File: src/rtl/step_ramp_generator_pkg.sv
// step_ramp_generator shared types and timing defaults.
// FSM states, ramp sub-phases, default parameter values.
package step_ramp_generator_pkg;

  typedef enum logic [1:0] {
    S_IDLE  = 2'd0,
    S_SETUP = 2'd1,
    S_RUN   = 2'd2
  } state_e;

  // PH_DONE is the single-cycle exit out of RUN.
  typedef enum logic [1:0] {
    PH_CRUISE = 2'd0,
    PH_ACCEL  = 2'd1,
    PH_DECEL  = 2'd2,
    PH_DONE   = 2'd3
  } ramp_ph_e;

  localparam int unsigned DEF_POS_W        = 16;
  localparam int unsigned DEF_PERIOD_W     = 16;
  localparam int unsigned DEF_START_PERIOD = 5000;
  localparam int unsigned DEF_MIN_PERIOD   = 500;
  localparam int unsigned DEF_ACCEL_DEC    = 50;
  localparam int unsigned DEF_PULSE_W      = 4;
  localparam int unsigned DEF_DIR_SETUP    = 4;

endpackage

File: src/rtl/step_ramp_generator_if.sv
// Command/status bundle of the step ramp generator.
// master: cmd_valid/cmd_target/stop_req out; slave: step/dir/busy/done/cur_pos out.
interface step_ramp_generator_if
  import step_ramp_generator_pkg::*;
#(
  parameter int unsigned POS_W = DEF_POS_W
);

  logic                    cmd_valid;
  logic                    cmd_ready;
  logic signed [POS_W-1:0] cmd_target;
  logic                    stop_req;
  logic                    step;
  logic                    dir;
  logic                    busy;
  logic                    done;
  logic signed [POS_W-1:0] cur_pos;

  modport master (
    output cmd_valid,
    output cmd_target,
    output stop_req,
    input  cmd_ready,
    input  step,
    input  dir,
    input  busy,
    input  done,
    input  cur_pos
  );

  modport slave (
    input  cmd_valid,
    input  cmd_target,
    input  stop_req,
    output cmd_ready,
    output step,
    output dir,
    output busy,
    output done,
    output cur_pos
  );

endinterface

File: src/rtl/step_ramp_generator_step_interval_timer.sv
// Step interval timer: counts 0..period-1 per interval, step high for PULSE_W.
// In: start_i, halt_i (stop at interval end), period_i. Out: step_o, first_o, last_o.
module step_interval_timer #(
  parameter int unsigned PERIOD_W = 16,
  parameter int unsigned PULSE_W  = 4
) (
  input  logic                clk,
  input  logic                rst_n,
  input  logic                start_i,
  input  logic                halt_i,
  input  logic [PERIOD_W-1:0] period_i,
  output logic                step_o,
  output logic                first_o,
  output logic                last_o
);

  localparam logic [PERIOD_W-1:0] ONE = PERIOD_W'(1);
  localparam logic [PERIOD_W-1:0] PW  = PERIOD_W'(PULSE_W);

  logic                act_q;
  logic                act_d;
  logic                step_q;
  logic                step_d;
  logic [PERIOD_W-1:0] cnt_q;
  logic [PERIOD_W-1:0] cnt_d;

  assign first_o = act_q && (cnt_q == '0);
  assign last_o  = act_q && (cnt_q == period_i - ONE);
  assign step_o  = step_q;

  // Back-to-back intervals: the counter wraps at last_o unless halted.
  always_comb begin
    act_d = act_q;
    cnt_d = cnt_q;
    if (start_i) begin
      act_d = 1'b1;
      cnt_d = '0;
    end else if (act_q) begin
      if (last_o) begin
        cnt_d = '0;
        if (halt_i) act_d = 1'b0;
      end else begin
        cnt_d = cnt_q + ONE;
      end
    end
    step_d = act_d && (cnt_d < PW);
  end

  always_ff @(posedge clk or negedge rst_n) begin
    if (!rst_n) begin
      act_q  <= 1'b0;
      step_q <= 1'b0;
      cnt_q  <= '0;
    end else begin
      act_q  <= act_d;
      step_q <= step_d;
      cnt_q  <= cnt_d;
    end
  end

endmodule

File: src/rtl/step_ramp_generator.sv
// Trapezoidal step/dir pulse generator toward a signed absolute target.
// Ports: clk, rst_n, bus (slave: cmd handshake, stop_req, step/dir/busy/done/cur_pos).
module step_ramp_generator
  import step_ramp_generator_pkg::*;
#(
  parameter int unsigned POS_W        = DEF_POS_W,
  parameter int unsigned PERIOD_W     = DEF_PERIOD_W,
  parameter int unsigned START_PERIOD = DEF_START_PERIOD,
  parameter int unsigned MIN_PERIOD   = DEF_MIN_PERIOD,
  parameter int unsigned ACCEL_DEC    = DEF_ACCEL_DEC,
  parameter int unsigned PULSE_W      = DEF_PULSE_W,
  parameter int unsigned DIR_SETUP    = DEF_DIR_SETUP
) (
  input logic                 clk,
  input logic                 rst_n,
  step_ramp_generator_if.slave bus
);

  localparam int unsigned CW =
    (POS_W > PERIOD_W ? POS_W : PERIOD_W) + 1;
  localparam int unsigned SC_W =
    DIR_SETUP > 1 ? $clog2(DIR_SETUP) : 1;

  localparam logic [PERIOD_W-1:0] P_START = PERIOD_W'(START_PERIOD);
  localparam logic [PERIOD_W-1:0] P_MIN   = PERIOD_W'(MIN_PERIOD);
  localparam logic [PERIOD_W:0]   P_STEP  = (PERIOD_W+1)'(ACCEL_DEC);
  localparam logic [PERIOD_W-1:0] R_ONE   = PERIOD_W'(1);
  localparam logic [SC_W-1:0]     SC_LAST = SC_W'(DIR_SETUP - 1);
  localparam logic [SC_W-1:0]     SC_ONE  = SC_W'(1);
  localparam logic signed [POS_W-1:0] P_ONE = POS_W'(1);

  state_e                  state_q;
  logic [SC_W-1:0]         setup_q;
  logic [PERIOD_W-1:0]     period_q;
  logic [PERIOD_W-1:0]     ramp_q;
  logic signed [POS_W-1:0] pos_q;
  logic signed [POS_W-1:0] tgt_q;
  logic                    dir_q;
  logic                    busy_q;
  logic                    done_q;

  logic signed [POS_W-1:0] pos_d;
  logic signed [POS_W-1:0] tgt_d;
  logic signed [POS_W-1:0] ramp_p;
  logic signed [POS_W-1:0] diff;
  logic [POS_W-1:0]        rem;
  logic [PERIOD_W:0]       per_up;
  logic [PERIOD_W:0]       per_dn;
  logic [PERIOD_W-1:0]     up_clamp;
  logic [PERIOD_W-1:0]     dn_clamp;
  ramp_ph_e                ph_d;

  logic t_step;
  logic t_first;
  logic t_last;
  logic t_start;
  logic t_halt;

  step_interval_timer #(
    .PERIOD_W (PERIOD_W),
    .PULSE_W  (PULSE_W)
  ) u_timer (
    .clk      (clk),
    .rst_n    (rst_n),
    .start_i  (t_start),
    .halt_i   (t_halt),
    .period_i (period_q),
    .step_o   (t_step),
    .first_o  (t_first),
    .last_o   (t_last)
  );

  // Position after this cycle's step, so a stop landing on the
  // step cycle still counts that step.
  always_comb begin
    pos_d = pos_q;
    if (t_first) pos_d = dir_q ? pos_q + P_ONE : pos_q - P_ONE;
  end

  // A soft stop retargets to exactly the steps the decel ramp needs.
  always_comb begin
    ramp_p = POS_W'(ramp_q);
    tgt_d  = tgt_q;
    if (state_q == S_RUN && bus.stop_req) begin
      tgt_d = dir_q ? pos_d + ramp_p : pos_d - ramp_p;
    end
    diff = tgt_d - pos_d;
    rem  = diff[POS_W-1] ? $unsigned(-diff) : $unsigned(diff);
  end

  // One guard bit so neither direction can wrap before the clamp.
  always_comb begin
    per_up   = {1'b0, period_q} + P_STEP;
    per_dn   = {1'b0, period_q} - P_STEP;
    up_clamp = per_up[PERIOD_W-1:0];
    if (per_up > {1'b0, P_START}) up_clamp = P_START;
    dn_clamp = per_dn[PERIOD_W-1:0];
    if (per_dn[PERIOD_W] || per_dn < {1'b0, P_MIN}) dn_clamp = P_MIN;
  end

  always_comb begin
    if (rem == '0) begin
      ph_d = PH_DONE;
    end else if (CW'(rem) <= CW'(ramp_q)) begin
      ph_d = PH_DECEL;
    end else if (period_q > P_MIN) begin
      ph_d = PH_ACCEL;
    end else begin
      ph_d = PH_CRUISE;
    end
  end

  assign t_halt  = t_last && (ph_d == PH_DONE);
  assign t_start = (state_q == S_SETUP) && (setup_q == SC_LAST)
                   && !bus.stop_req;

  always_ff @(posedge clk or negedge rst_n) begin
    if (!rst_n) begin
      state_q  <= S_IDLE;
      setup_q  <= '0;
      period_q <= P_START;
      ramp_q   <= '0;
      pos_q    <= '0;
      tgt_q    <= '0;
      dir_q    <= 1'b0;
      busy_q   <= 1'b0;
      done_q   <= 1'b0;
    end else begin
      done_q <= 1'b0;
      unique case (state_q)
        S_IDLE: begin
          if (bus.cmd_valid) begin
            if (bus.cmd_target == pos_q) begin
              done_q <= 1'b1;
            end else begin
              tgt_q   <= bus.cmd_target;
              dir_q   <= $signed(bus.cmd_target) > $signed(pos_q);
              busy_q  <= 1'b1;
              setup_q <= '0;
              state_q <= S_SETUP;
            end
          end
        end
        S_SETUP: begin
          // No step issued yet: a stop here ends the move at once.
          if (bus.stop_req) begin
            busy_q  <= 1'b0;
            done_q  <= 1'b1;
            state_q <= S_IDLE;
          end else if (setup_q == SC_LAST) begin
            state_q <= S_RUN;
          end else begin
            setup_q <= setup_q + SC_ONE;
          end
        end
        S_RUN: begin
          pos_q <= pos_d;
          if (bus.stop_req) tgt_q <= tgt_d;
          if (t_last) begin
            unique case (ph_d)
              PH_DONE: begin
                busy_q   <= 1'b0;
                done_q   <= 1'b1;
                period_q <= P_START;
                ramp_q   <= '0;
                state_q  <= S_IDLE;
              end
              PH_DECEL: begin
                period_q <= up_clamp;
                ramp_q   <= ramp_q - R_ONE;
              end
              PH_ACCEL: begin
                period_q <= dn_clamp;
                ramp_q   <= ramp_q + R_ONE;
              end
              default: begin
              end
            endcase
          end
        end
        default: state_q <= S_IDLE;
      endcase
    end
  end

  assign bus.cmd_ready = ~busy_q;
  assign bus.step      = t_step;
  assign bus.dir       = dir_q;
  assign bus.busy      = busy_q;
  assign bus.done      = done_q;
  assign bus.cur_pos   = pos_q;

endmodule

File: src/flat_wrapper.sv
// flat-port wrapper written by rule: the top's interface ports become plain ports
module step_ramp_generator_flat import step_ramp_generator_pkg::*;
#(
  parameter int unsigned POS_W        = DEF_POS_W,
  parameter int unsigned PERIOD_W     = DEF_PERIOD_W,
  parameter int unsigned START_PERIOD = DEF_START_PERIOD,
  parameter int unsigned MIN_PERIOD   = DEF_MIN_PERIOD,
  parameter int unsigned ACCEL_DEC    = DEF_ACCEL_DEC,
  parameter int unsigned PULSE_W      = DEF_PULSE_W,
  parameter int unsigned DIR_SETUP    = DEF_DIR_SETUP
)
  (clk, rst_n, bus_cmd_valid, bus_cmd_target, bus_stop_req, bus_cmd_ready, bus_step, bus_dir, bus_busy, bus_done, bus_cur_pos);
  step_ramp_generator_if #(.POS_W(POS_W)) bus_i ();
  input logic clk;
  input logic rst_n;
  input wire logic [$bits(bus_i.cmd_valid)-1:0] bus_cmd_valid;
  input wire logic [$bits(bus_i.cmd_target)-1:0] bus_cmd_target;
  input wire logic [$bits(bus_i.stop_req)-1:0] bus_stop_req;
  output wire logic [$bits(bus_i.cmd_ready)-1:0] bus_cmd_ready;
  output wire logic [$bits(bus_i.step)-1:0] bus_step;
  output wire logic [$bits(bus_i.dir)-1:0] bus_dir;
  output wire logic [$bits(bus_i.busy)-1:0] bus_busy;
  output wire logic [$bits(bus_i.done)-1:0] bus_done;
  output wire logic [$bits(bus_i.cur_pos)-1:0] bus_cur_pos;
  assign bus_i.cmd_valid = bus_cmd_valid;
  assign bus_i.cmd_target = bus_cmd_target;
  assign bus_i.stop_req = bus_stop_req;
  assign bus_cmd_ready = bus_i.cmd_ready;
  assign bus_step = bus_i.step;
  assign bus_dir = bus_i.dir;
  assign bus_busy = bus_i.busy;
  assign bus_done = bus_i.done;
  assign bus_cur_pos = bus_i.cur_pos;
  step_ramp_generator #(.POS_W(POS_W), .PERIOD_W(PERIOD_W), .START_PERIOD(START_PERIOD), .MIN_PERIOD(MIN_PERIOD), .ACCEL_DEC(ACCEL_DEC), .PULSE_W(PULSE_W), .DIR_SETUP(DIR_SETUP)) u_core (.clk(clk), .rst_n(rst_n), .bus(bus_i));
endmodule
File: config.mk
export PLATFORM = sky130hd
export DESIGN_NAME = step_ramp_generator_flat
export DESIGN_NICKNAME = d
export VERILOG_FILES = /design/src/rtl/step_ramp_generator_pkg.sv /design/src/rtl/step_ramp_generator_if.sv /design/src/rtl/step_ramp_generator_step_interval_timer.sv /design/src/rtl/step_ramp_generator.sv /design/src/flat_wrapper.sv
export SDC_FILE = /design/constraint.sdc
export NUM_CORES = 1
export LEC_CHECK = 0
export ABC_AREA = 1
export BUFFER_PORTS_ARGS = -buffer_cell sky130_fd_sc_hd__buf_2
export CAP_MARGIN = 0
export CORE_MARGIN = 2
export CORE_UTILIZATION = 42
export CTS_CLUSTER_SIZE = 25
export DETAILED_ROUTE_END_ITERATION = 8
export PLACE_DENSITY_LB_ADDON = 0.1
export SETUP_SLACK_MARGIN = 0.5
export SYNTH_ARGS = -nofsm -noshare
export SYNTH_HDL_FRONTEND = slang
export SYNTH_HIERARCHICAL = 1
export SYNTH_SLANG_ARGS = --single-unit
File: constraint.sdc
create_clock -name clk -period 17.4 [get_ports clk]
set_clock_uncertainty 0.05 [all_clocks]
set_input_delay 3.48 -clock clk [delete_from_list [all_inputs] [get_ports clk]]
set_output_delay 3.48 -clock clk [all_outputs]
set_load 0.02 [all_outputs]
# Word level (Yosys, flattened, before mapping)
# Index checks and enable logic that the tools add are counted.
# totals
reg_bits,89
output_inout_bits,21
# classes
add_sub_neg,13
magnitude_cmp,6
n_eq_ne,17
n_mux,47
bitwise,2
reduce_logical,22
# ops
operator,count
2-to-1 mux 16 bit,13
case mux 16 bit (3 select lines),2
"adder 16 x 1 -> 16 bit, second input constant",2
equality test 16 bit,2
zero test 16 bit,2
case mux 16 bit (2 select lines),1
"subtractor 16 x 1 -> 16 bit, second input constant",2
subtractor 16 bit,2
2-to-1 mux 2 bit,12
"adder 16 x 6 -> 17 bit, second input constant",1
"> comparator 17 x 13 -> 1 bit, second input constant",1
"< comparator 17 x 9 -> 1 bit, second input constant",1
"subtractor 16 x 6 -> 17 bit, second input constant",1
adder 16 bit,1
"adder 16 x 2 -> 16 bit, second input constant",1
> comparator 16 bit,1
"> comparator 16 x 9 -> 1 bit, second input constant",1
less-or-equal comparator 16 bit,1
"< comparator 16 x 3 -> 1 bit, second input constant",1
negator 16 bit,1
"subtractor 16 x 2 -> 16 bit, second input constant",1
2-to-1 mux 1 bit,15
"!= test 2 bit, second input constant",7
AND reduction 5 bit,2
other kinds (18),33

# Depth between registers and ports, before layout
# Gate-level depths: netlist of the first run.
# logic_depth
word_depth,19
depth_mapped,78

# By module
# Netlist of the first run, hierarchy kept.
# modules_own_cells
module,instances,cells_per_inst,area_per_inst_um2,seq_area_each_um2
step_ramp_generator,1,1390,8906.0,1757.9
step_interval_timer,1,299,1858.0,450.4

# Worst setup path before layout of the first run
# No wires, ideal clock.
# synth_path
path_kind,input port to flip-flop
start,input bus_stop_req
end,"register u_core.ramp_q[15], in the netlist u_core/ramp_p[15]"
setup_ps,133
arrival_time_ps,10383
t_required_ps,17217
path_slack_ps,6835
path_stages,55
n_path_buf,1
path_cell_list,nand2_1 clkbuf_1 o21ai_0 ha_1 nand2_1 o21ai_0 a21oi_1 o21ai_0 nand3_1 nand2_1 nand2_2 o21ai_2 nand2_2 nand2_4 nand2_4 nand2_2 nand2_2 nand2_4 [19 not listed] inv_1 a21o_1 a21oi_1 nor2_1 nor2_1 o21bai_1 a21oi_1 o21bai_1 nand2_1 inv_1 nor2_1 inv_1 a21oi_1 or2_2 nand2_1 a21oi_1 xor2_1 o22ai_1
# synth_via
elab_chain_cells,11
word_cells_on_any_way,15
cone_classes,add/sub: 2; order compare: 1; eq/ne: 3; mux: 5; reduce/logical: 4
# synth_rtl
item,line_no,rtl
from (decl),flat_wrapper.sv:18,input wire logic [$bits(bus_i.stop_req)-1:0] bus_stop_req;
logical AND 1 bit *,step_ramp_generator.sv:84,if (state_q == S_RUN && bus.stop_req) begin
2-to-1 mux 16 bit *,step_ramp_generator.sv:84,
subtractor 16 bit *,step_ramp_generator.sv:87,diff = tgt_d - pos_d;
negator 16 bit,step_ramp_generator.sv:88,rem = diff[POS_W-1] ? $unsigned(-diff) : $unsigned(diff);
2-to-1 mux 16 bit *,step_ramp_generator.sv:88,
less-or-equal comparator 16 bit,step_ramp_generator.sv:104,end else if (CW'(rem) <= CW'(ramp_q)) begin
2-to-1 mux 2 bit,step_ramp_generator.sv:104,
2-to-1 mux 2 bit *,step_ramp_generator.sv:102,if (rem == '0) begin
equality test 2 bit or equality test 2 x 1 -> 1 bit (tied branches),step_ramp_generator.sv:160,unique case (ph_d)
nonzero test 3 bit (no line),n/a,
AND reduction 3 bit (no line),n/a,
to (signal assigned),step_ramp_generator.sv:170,ramp_q <= ramp_q - R_ONE;
to (signal assigned),step_ramp_generator.sv:174,ramp_q <= ramp_q + R_ONE;
to (decl),step_ramp_generator.sv:35,logic [PERIOD_W-1:0] ramp_q;
# Mark *: on every way between the ends. The rest lies on a longest branch, timed or not.
# A chain may end at the register's enable or synchronous reset.

# Worst setup path in the final report of the first run
# Same ends and word-level chain as after synthesis.

==> flow_summary_export.csv, run 1 <==
group,metric,value,unit
placed_design,gp_congestion,0.895,
setup_path,worstRegToRegCells,69,
timing,timing.fmax,85.9,MHz
setup_path,max_stage_delay,0.67,ns
cts,cts_tree,"built",
timing,period_needed,11.64,ns
route,drc,0,
die,dieWidth,164,um
setup_path,critPathLaunchType,"primary input",
cts,cts_resized,0,
cts,cts_buffers,9,
setup_path,slowest_stage,"clkinv_1",
timing,finalMaxSlewViolations,0,
logic_synthesis,yosysTopAreaCell,"dfrtp_1",
pwr,powerDensity,138,nW/um^2
grt,grt_overflow,0,
layout,syn_to_final_growth,8.02,%
logic_synthesis,ys_ff_latch,88,
grt,grt.total_usage,23.7,%
timing,fin_setup_tns,0,ns
logic_synthesis,synthMostInstantiatedCell,"nand2_1",
placed_design,placed_cell_area,11300,sq um
cts,clockBufferDepth,2,
layout,final_cell_area,11600,sq um
placed_design,io_buffers,40,
logic_synthesis,synth.distinct_cells,60,
pwr,switching_power,0.000869,W
timing,worst_slew_pin_slew,0.969,ns
min_path,worstHoldPathType,"reg2reg",
layout,finalNetCount,1846,
logic_synthesis,syn-cell-area,10800,sq um
logic_synthesis,synth.top_cell.area_share,19.3,%
grt,grt_pass1_vias,9796,
logic_synthesis,async_flop_share,100,%
logic_synthesis,synth-simple-area-share,37.0,%
cts,root_buffer,"clkbuf_16",
timing,timing.final.crit_share,66.9,%
route,antenna_left,0,
logic_synthesis,synthMuxAreaShare,0.0930,%
route,vias,10700,
pwr,p_total,0.00160,W
cts,clkTransAtPathRegs,0.07,ns
cts,cts_max_level,3,
pwr,pwr-share-seq,18.9,%
grt,antenna_found_initial,0,
route,drt_iter0_drc,725,
die,rows,58,
die,die_h,164,um
die,dieArea,26900,sq um
logic_synthesis,synth_area_leaders,"dfrtp_1 19%, nand2_1 16%, ha_1 12%, inv_1 7.8%, nand3_1 6.1%",
setup_path,rr_startpoint,"u_core/u_timer/cnt_q[0]$_DFFE_PN0P_",
timing,layout_setup_ws,5.76,ns
die,core,25200,sq um
route,avgRoutedWirePerCell,15.2,um
setup_path,worstReg2RegEnd,"u_core/ramp_p[15]$_DFFE_PN0P_",
pwr,clockPowerShare,13.3,%
setup_path,cp-endpoint,"u_core/ramp_p[15]$_DFFE_PN0P_",
route,first_pass_iters,5,
setup_path,crit_arrival,11.81,ns
route,avgViaCountPerCell,5.22,
setup_path,worstPathMaxFanout,19,
logic_synthesis,synth_xor_area_share,6.02,%
logic_synthesis,avgSynthCellArea,6.37,sq um
layout,drive_gt1_share,10.2,%
min_path,hold_start,"u_core/tgt_q[11]$_DFFE_PN0P_",
pwr,ir_worst_vdd,0.101,mV
logic_synthesis,synthCells,1689,
cts,postCtsHoldBufs,0,
pwr,p_int,0.000733,W
placed_design,dp_hpwl,25000,um
pwr,p_leak,6.05,nW
logic_synthesis,yosys_warnings,6,
setup_path,rrSetupSlack,6.27,ns
die,io_pins,41,
setup_path,crit_type,"in2reg",
layout,instances_no_fill,2053,
placed_design,pre_cts_slack,5.37,ns
cts,clock_latency,0.36,ns
timing,rsz0062_at_grt,"false",
logic_synthesis,yosys-top-cells-count,"457 x nand2_1, 225 x inv_1, 140 x nor2_1",
grt,grt_max_degree,68,
route,wl,31200,um
timing,setup_violations,0,
logic_synthesis,synth_edf_count,0,
logic_synthesis,synth_fa_ha_area_share,12.8,%
logic_synthesis,synth_ff_type,"dfrtp_1",
cts,clkSinkCount,88,
placed_design,place_inst,2037,
logic_synthesis,synth_compound_area_share,13.4,%
status,status,"finished clean",
grt,grt_pass1_wl,50600,um
setup_path,crit_start,"bus_stop_req",
pwr,power_frac_comb,67.8,%
die,start_util,42.7,%
setup_path,required,17.57,ns
job,maxCapViolCount,0,
cts,cts_setup_buffers,0,
setup_path,worst_path_most_repeated_cell,"a21oi_1",
layout,n_antenna_cell,0,
logic_synthesis,ys_seq_area_share,20.5,%
timing,maxSlewHeadroom,35.4,%
setup_path,endpoint_kind,"register",
logic_synthesis,synth_top_family_by_area,"simple AND/OR/NAND/NOR gates",
pwr,swShare,54.3,%
timing,hold_viol,0,
==> worst max-delay path: cells and delay by family <==
family | cells | cell delay [ns]
compound gates | 20 | 2.75
xor+xnor | 1 | 0.16
fa+ha+maj | 4 | 1.31
buf+inv | 9 | 1.64
simple gates | 21 | 2.47
==> flip-flops by register name, indices dropped and copies added (netlist names) <==
register / cells
u_core/bus.cur_pos: 16
u_core/ramp_p: 16
u_core/tgt_q: 16
u_core/u_timer/cnt_q: 16
u_core/period_q: 15
u_core/setup_q: 2
u_core/state_q: 2
u_core/bus.busy: 1
u_core/bus.dir: 1
u_core/bus.done: 1
u_core/u_timer/act_q: 1
u_core/u_timer/step_o: 1
==> cell type report <==
| class | instances | area [sq um] |
|---|---|---|
| multi-input combinational | 1320 | 7480 |
| inverter | 251 | 945 |
| clock buffer | 9 | 225 |
| timing repair buffer | 48 | 263 |
| fill | 2690 | 13600 |
| sequential | 88 | 2210 |
| clock inverter | 7 | 91.3 |
| tap | 330 | 413 |
==> per-layer routing <==
metal	up-vias	track usage, %	routed length (um)
met5	-	0	0
met4	0	5.42	475
met3	31	3.18	1360
met2	196	38.1	13600
met1	4923	33.8	15700
li1	5560	-	-
==> how the worst min path moves through the flow <==
| stage | slack (ns) | depth (start not counted) | end |
|---|---|---|---|
| after floorplan | 0.40 | 2 | u_core/tgt_q[3]$_DFFE_PN0P_ |
| after global placement | 0.42 | 2 | u_core/tgt_q[4]$_DFFE_PN0P_ |
| after detailed placement | 0.43 | 2 | u_core/tgt_q[11]$_DFFE_PN0P_ |
| after CTS | 0.45 | 2 | u_core/tgt_q[11]$_DFFE_PN0P_ |
| after global routing | 0.46 | 2 | u_core/tgt_q[13]$_DFFE_PN0P_ |
| final | 0.44 | 2 | u_core/tgt_q[11]$_DFFE_PN0P_ |
==> stage by stage <==
| step | hold slack (ns) | utilization (%) |
|---|---|---|
| after global placement | 0.421 | 44.9 |
| after global routing | 0.463 | 46.2 |
| after floorplan | 0.403 | - |
| after detailed placement | 0.429 | 44.9 |
| after CTS | 0.446 | 46.2 |
| final | 0.442 | 46.2 |
==> power by group through the flow <==
| stage | logic, W | registers (W) | clock network (W) |
|---|---|---|---|
| after floorplan | 0.000858 | 0.000285 | 0 |
| after global placement | 0.00106 | 0.000306 | 0 |
| after detailed placement | 0.00108 | 0.000306 | 0 |
| after CTS | 0.00108 | 0.000303 | 0.000219 |
| after global routing | 0.00124 | 0.000311 | 0.000227 |
| final | 0.00109 | 0.000303 | 0.000213 |
==> kinds of logic after synthesis <==
kind of cell,after synthesis
adder cells (fa/ha/maj),108
AO/OA/AOI/OAI,250
multiplexers,1
AND/OR/NAND/NOR,884
other,1
XOR/XNOR,74
flip-flops,88
buffers and inverters,283
==> cells in the final DEF, fill, tap and decap left out, drive strengths merged, types with 5 or more instances in the layout <==
cell / count
nor3: 36
dfstp: 5
nor2: 158
o22ai: 18
clkbuf: 9
nand4: 27
clkinv: 8
o21ai: 116
or2: 5
xnor2: 22
ha: 104
dfrtp: 83
o21bai: 7
a21oi: 70
nand3b: 8
xor2: 52
nand3: 149
nor4: 6
nand2: 491
buf: 48
a211oi: 7
inv: 248
Note: power is estimated with default switching activity, not from simulation.
==> run 2: changes to the inputs <==
--- a/config.mk
+++ b/config.mk
@@ -5,7 +5,7 @@
 export SDC_FILE = /design/constraint.sdc
 export NUM_CORES = 1
 export LEC_CHECK = 0
-export ABC_AREA = 1
+export ABC_AREA = 0
 export BUFFER_PORTS_ARGS = -buffer_cell sky130_fd_sc_hd__buf_2
 export CAP_MARGIN = 0
 export CORE_MARGIN = 2
==> constraint.sdc (replaced) <==
create_clock -name clk -period 10.18 [get_ports clk]
set_clock_uncertainty 0.05 [all_clocks]
set_input_delay 2.036 -clock clk [delete_from_list [all_inputs] [get_ports clk]]
set_output_delay 2.036 -clock clk [all_outputs]
set_load 0.02 [all_outputs]
==> run 2 against run 1 <==
  * The flow now finishes with violations (design-rule violations, negative setup slack)
  * Wire length up 12%
  * Register-to-register slack worse by 6.8 ns
  * Clock power up 62%
  * Power rose to 3.0 times the previous value
  * Cell area up 24%
  * Sequential share of layout area down 3.7 points
  * Largest power group unchanged
  * Highest routed layer unchanged
==> flow_summary_export.csv, run 2 <==
group,metric,value,unit
cts,clock_latency,0.37,ns
placed_design,gp_congestion,0.922,
layout,fin_util,55.2,%
cts,clkSinkCount,88,
pwr,p_int,0.00244,W
status,status,"complete, but fails checks",
die,rows,59,
grt,grt_overflow,0,
die,core,26100,sq um
cts,cts_tree,"built",
placed_design,io_buffers,40,
route,first_pass_iters,7,
setup_path,critPathLaunchType,"register",
grt,grt_pass1_vias,10800,
setup_path,endpoint_kind,"register",
die,dieArea,27900,sq um
pwr,swShare,49.4,%
route,avgViaCountPerCell,5.62,
logic_synthesis,synth.distinct_cells,105,
pwr,power_frac_comb,82.0,%
layout,multi_input_area,8850,sq um
grt,antenna_found_initial,0,
setup_path,slowest_stage,"dfrtp_1",
timing,timing.final.crit_share,105,%
timing,layout_setup_ws,-0.545,ns
job,maxCapViolCount,0,
placed_design,placed_cell_area,13600,sq um
layout,instances_no_fill,2036,
layout,final_cell_mix,"241 x buf_4, 125 x nand2_1, 105 x nor2_1",
timing,period_needed,10.73,ns
die,start_util,42.8,%
die,io_pins,41,
layout,seq_area,2210,sq um
setup_path,crit_arrival,10.90,ns
pwr,powerDensity,334,nW/um^2
grt,grt_pass1_wl,56800,um
min_path,worstHoldPathType,"reg2reg",
logic_synthesis,synth_edf_count,0,
die,dieWidth,167,um
layout,final_common_cell,"buf_4",
timing,worst_slew_pin_slew,1.11,ns
pwr,ir_worst_vdd,0.286,mV
route,avgRoutedWirePerCell,17.2,um
cts,postCtsHoldBufs,0,
grt,grt_util_met3,2.41,%
pwr,p_leak,6.57,nW
grt,grtUsageMet1,36.8,%
logic_synthesis,synthMostInstantiatedCell,"nand2_1",
layout,drive_gt1_share,27.4,%
layout,syn_to_final_growth,29.1,%
cts,clockBufferDepth,2,
die,die_h,167,um
logic_synthesis,ys_seq_area_share,19.8,%
setup_path,max_stage_delay,0.39,ns
cts,clkTransAtPathRegs,0.08,ns
route,wl,35000,um
layout,n_antenna_cell,0,
setup_path,required,10.36,ns
pwr,switching_power,0.00238,W
placed_design,place_inst,1989,
timing,finalMaxSlewViolations,0,
logic_synthesis,avgSynthCellArea,7.76,sq um
logic_synthesis,yosys_warnings,6,
timing,setup_violations,5,
grt,grt.busiest_layer,"met2",
logic_synthesis,synth_ff_type,"dfrtp_1",
timing,timing.fmax,93.2,MHz
placed_design,dp_hpwl,27200,um
logic_synthesis,synthCells,1441,
grt,grt_max_degree,61,
timing,rsz0062_at_grt,"true",
layout,final_cell_area,14400,sq um
route,antenna_left,0,
status,violations,"design-rule violations, negative setup slack",
logic_synthesis,syn-cell-area,11200,sq um
route,vias,11400,
setup_path,crit_type,"reg2reg",
pwr,pwr-share-seq,10.8,%
cts,cts_max_level,3,
logic_synthesis,synth_area_leaders,"dfrtp_1 19%, ha_1 12%, xnor2_1 6.4%, o21ai_0 4.3%, nand2_1 4.3%",
grt,grt.total_usage,25.0,%
route,drc,7,
cts,root_buffer,"clkbuf_16",
grt,use_met2,39.3,%
layout,nFillCells,2457,
logic_synthesis,synth.top_cell.area_share,18.6,%
setup_path,worstPathMaxFanout,4,
timing,maxSlewHeadroom,25.7,%
route,drt_iter0_drc,829,
logic_synthesis,async_flop_share,100,%
cts,cts_buffers,9,
layout,finalNetCount,1824,
logic_synthesis,ys_ff_latch,88,
logic_synthesis,yosys-top-cells-count,"129 x nand2_1, 109 x nor2_1, 104 x ha_1",
pwr,clockPowerShare,7.2,%
timing,hold_viol,0,
logic_synthesis,yosysTopAreaCell,"dfrtp_1",
-- run 2: changes by cell type after synthesis, sizes merged, moves of 17 or more --
cell | before | now
a21o | 4 | 25
nor2 | 158 | 120
clkbuf | 24 | 50
nand2b | 0 | 28
nand3 | 149 | 42
a31oi | 4 | 21
nand2 | 491 | 130
mux2i | 1 | 25
a21oi | 70 | 92
nor2b | 0 | 20
xnor2 | 22 | 82
inv | 246 | 101
nor4 | 6 | 30
-- run 2: cells by family (layout without fill, tap and decap cells) --
| kind of cell | after synthesis | count (layout) | share of synthesized area, % |
|---|---|---|---|
| buffers and inverters | 165 | 418 | 5.82 |
| other | 1 | 6 | 0.0335 |
| and+or+nand+nor | 521 | 523 | 24.7 |
| xor gates and xnor gates | 127 | 127 | 9.95 |
| adders and majority gates | 112 | 112 | 12.7 |
| muxes | 30 | 30 | 2.74 |
| DFF | 88 | 88 | 19.8 |
| AOI/OAI and AO/OA | 397 | 397 | 24.3 |
-- run 2: metal layers --
| layer | up-vias | routed length [um] | share of wire (%) |
|---|---|---|---|
| met2 | 226 | 15400 | 44 |
| met5 | - | 0 | 0 |
| met4 | 0 | 572 | 1.6 |
| li1 | 5765 | - | - |
| met1 | 5410 | 17900 | 51 |
| met3 | 35 | 1130 | 3.2 |
-- run 2: worst max-delay path: cells and delay by family (launching register included) --
kind / cells / cell delay (ns)
AO/OA/AOI/OAI: 33 / 4.53
XOR/XNOR: 2 / 0.33
adder cells (fa/ha/maj): 6 / 1.55
flip-flops: 1 / 0.39
multiplexers: 1 / 0.22
buffers and inverters: 6 / 0.60
AND/OR/NAND/NOR: 20 / 2.91
-- run 2: layout make-up --
cell class,instances,share of cell area [%]
clock inverters,7,0.468
inverters,103,2.83
repair buffers,299,15.6
multi-input cells,1195,61.3
flip-flops and latches,88,15.3
well taps,335,2.90
clock buffers,9,1.56
-- run 2: what timing repair did --
action | in CTS | in global routing
gates cloned | 0 | 3
setup endpoints to repair | 14 | 31
buffers inserted | 9 | 19
gates resized for setup | 10 | 79
pin swaps | 7 | 30
-- run 2: per-stage QoR --
step	setup TNS, ns	power (W)	hold WS [ns]	worst slack, ns
floorplan	-1.20	0.00288	0.400	-0.656
global placement	-0.797	0.00416	0.418	-0.441
detailed placement	-1.87	0.00421	0.424	-0.715
CTS	-0.838	0.00462	0.441	-0.472
global route	-6.18	0.00525	0.482	-1.24
finish	-1.29	0.00482	0.434	-0.545
-- run 2: power by group through the flow --
stage	Combinational (W)	Sequential, W	Clock, W
after floorplan	0.00234	0.000548	0
after global placement	0.00363	0.000524	0
after detailed placement	0.00368	0.000527	0
after CTS	0.00374	0.000523	0.000354
after global routing	0.00435	0.000536	0.000368
final	0.00395	0.000523	0.000345
-- run 2: final timing paths --
path                                                     from                                 end  slack (ns)  cells after the start
min in group asynchronous                               rst_n        u_core/ramp_p[4]$_DFFE_PN0P_        1.57                      1
max                        u_core/u_timer/cnt_q[12]$_DFF_PN0_       u_core/ramp_p[15]$_DFFE_PN0P_       -0.55                     68
max in group asynchronous                               rst_n  u_core/u_timer/cnt_q[15]$_DFF_PN0_        7.31                      2
min                              u_core/tgt_q[12]$_DFFE_PN0P_        u_core/tgt_q[12]$_DFFE_PN0P_        0.43                      2
max reg2reg                u_core/u_timer/cnt_q[12]$_DFF_PN0_       u_core/ramp_p[15]$_DFFE_PN0P_       -0.55                     68
min reg2reg                      u_core/tgt_q[12]$_DFFE_PN0P_        u_core/tgt_q[12]$_DFFE_PN0P_        0.43                      2
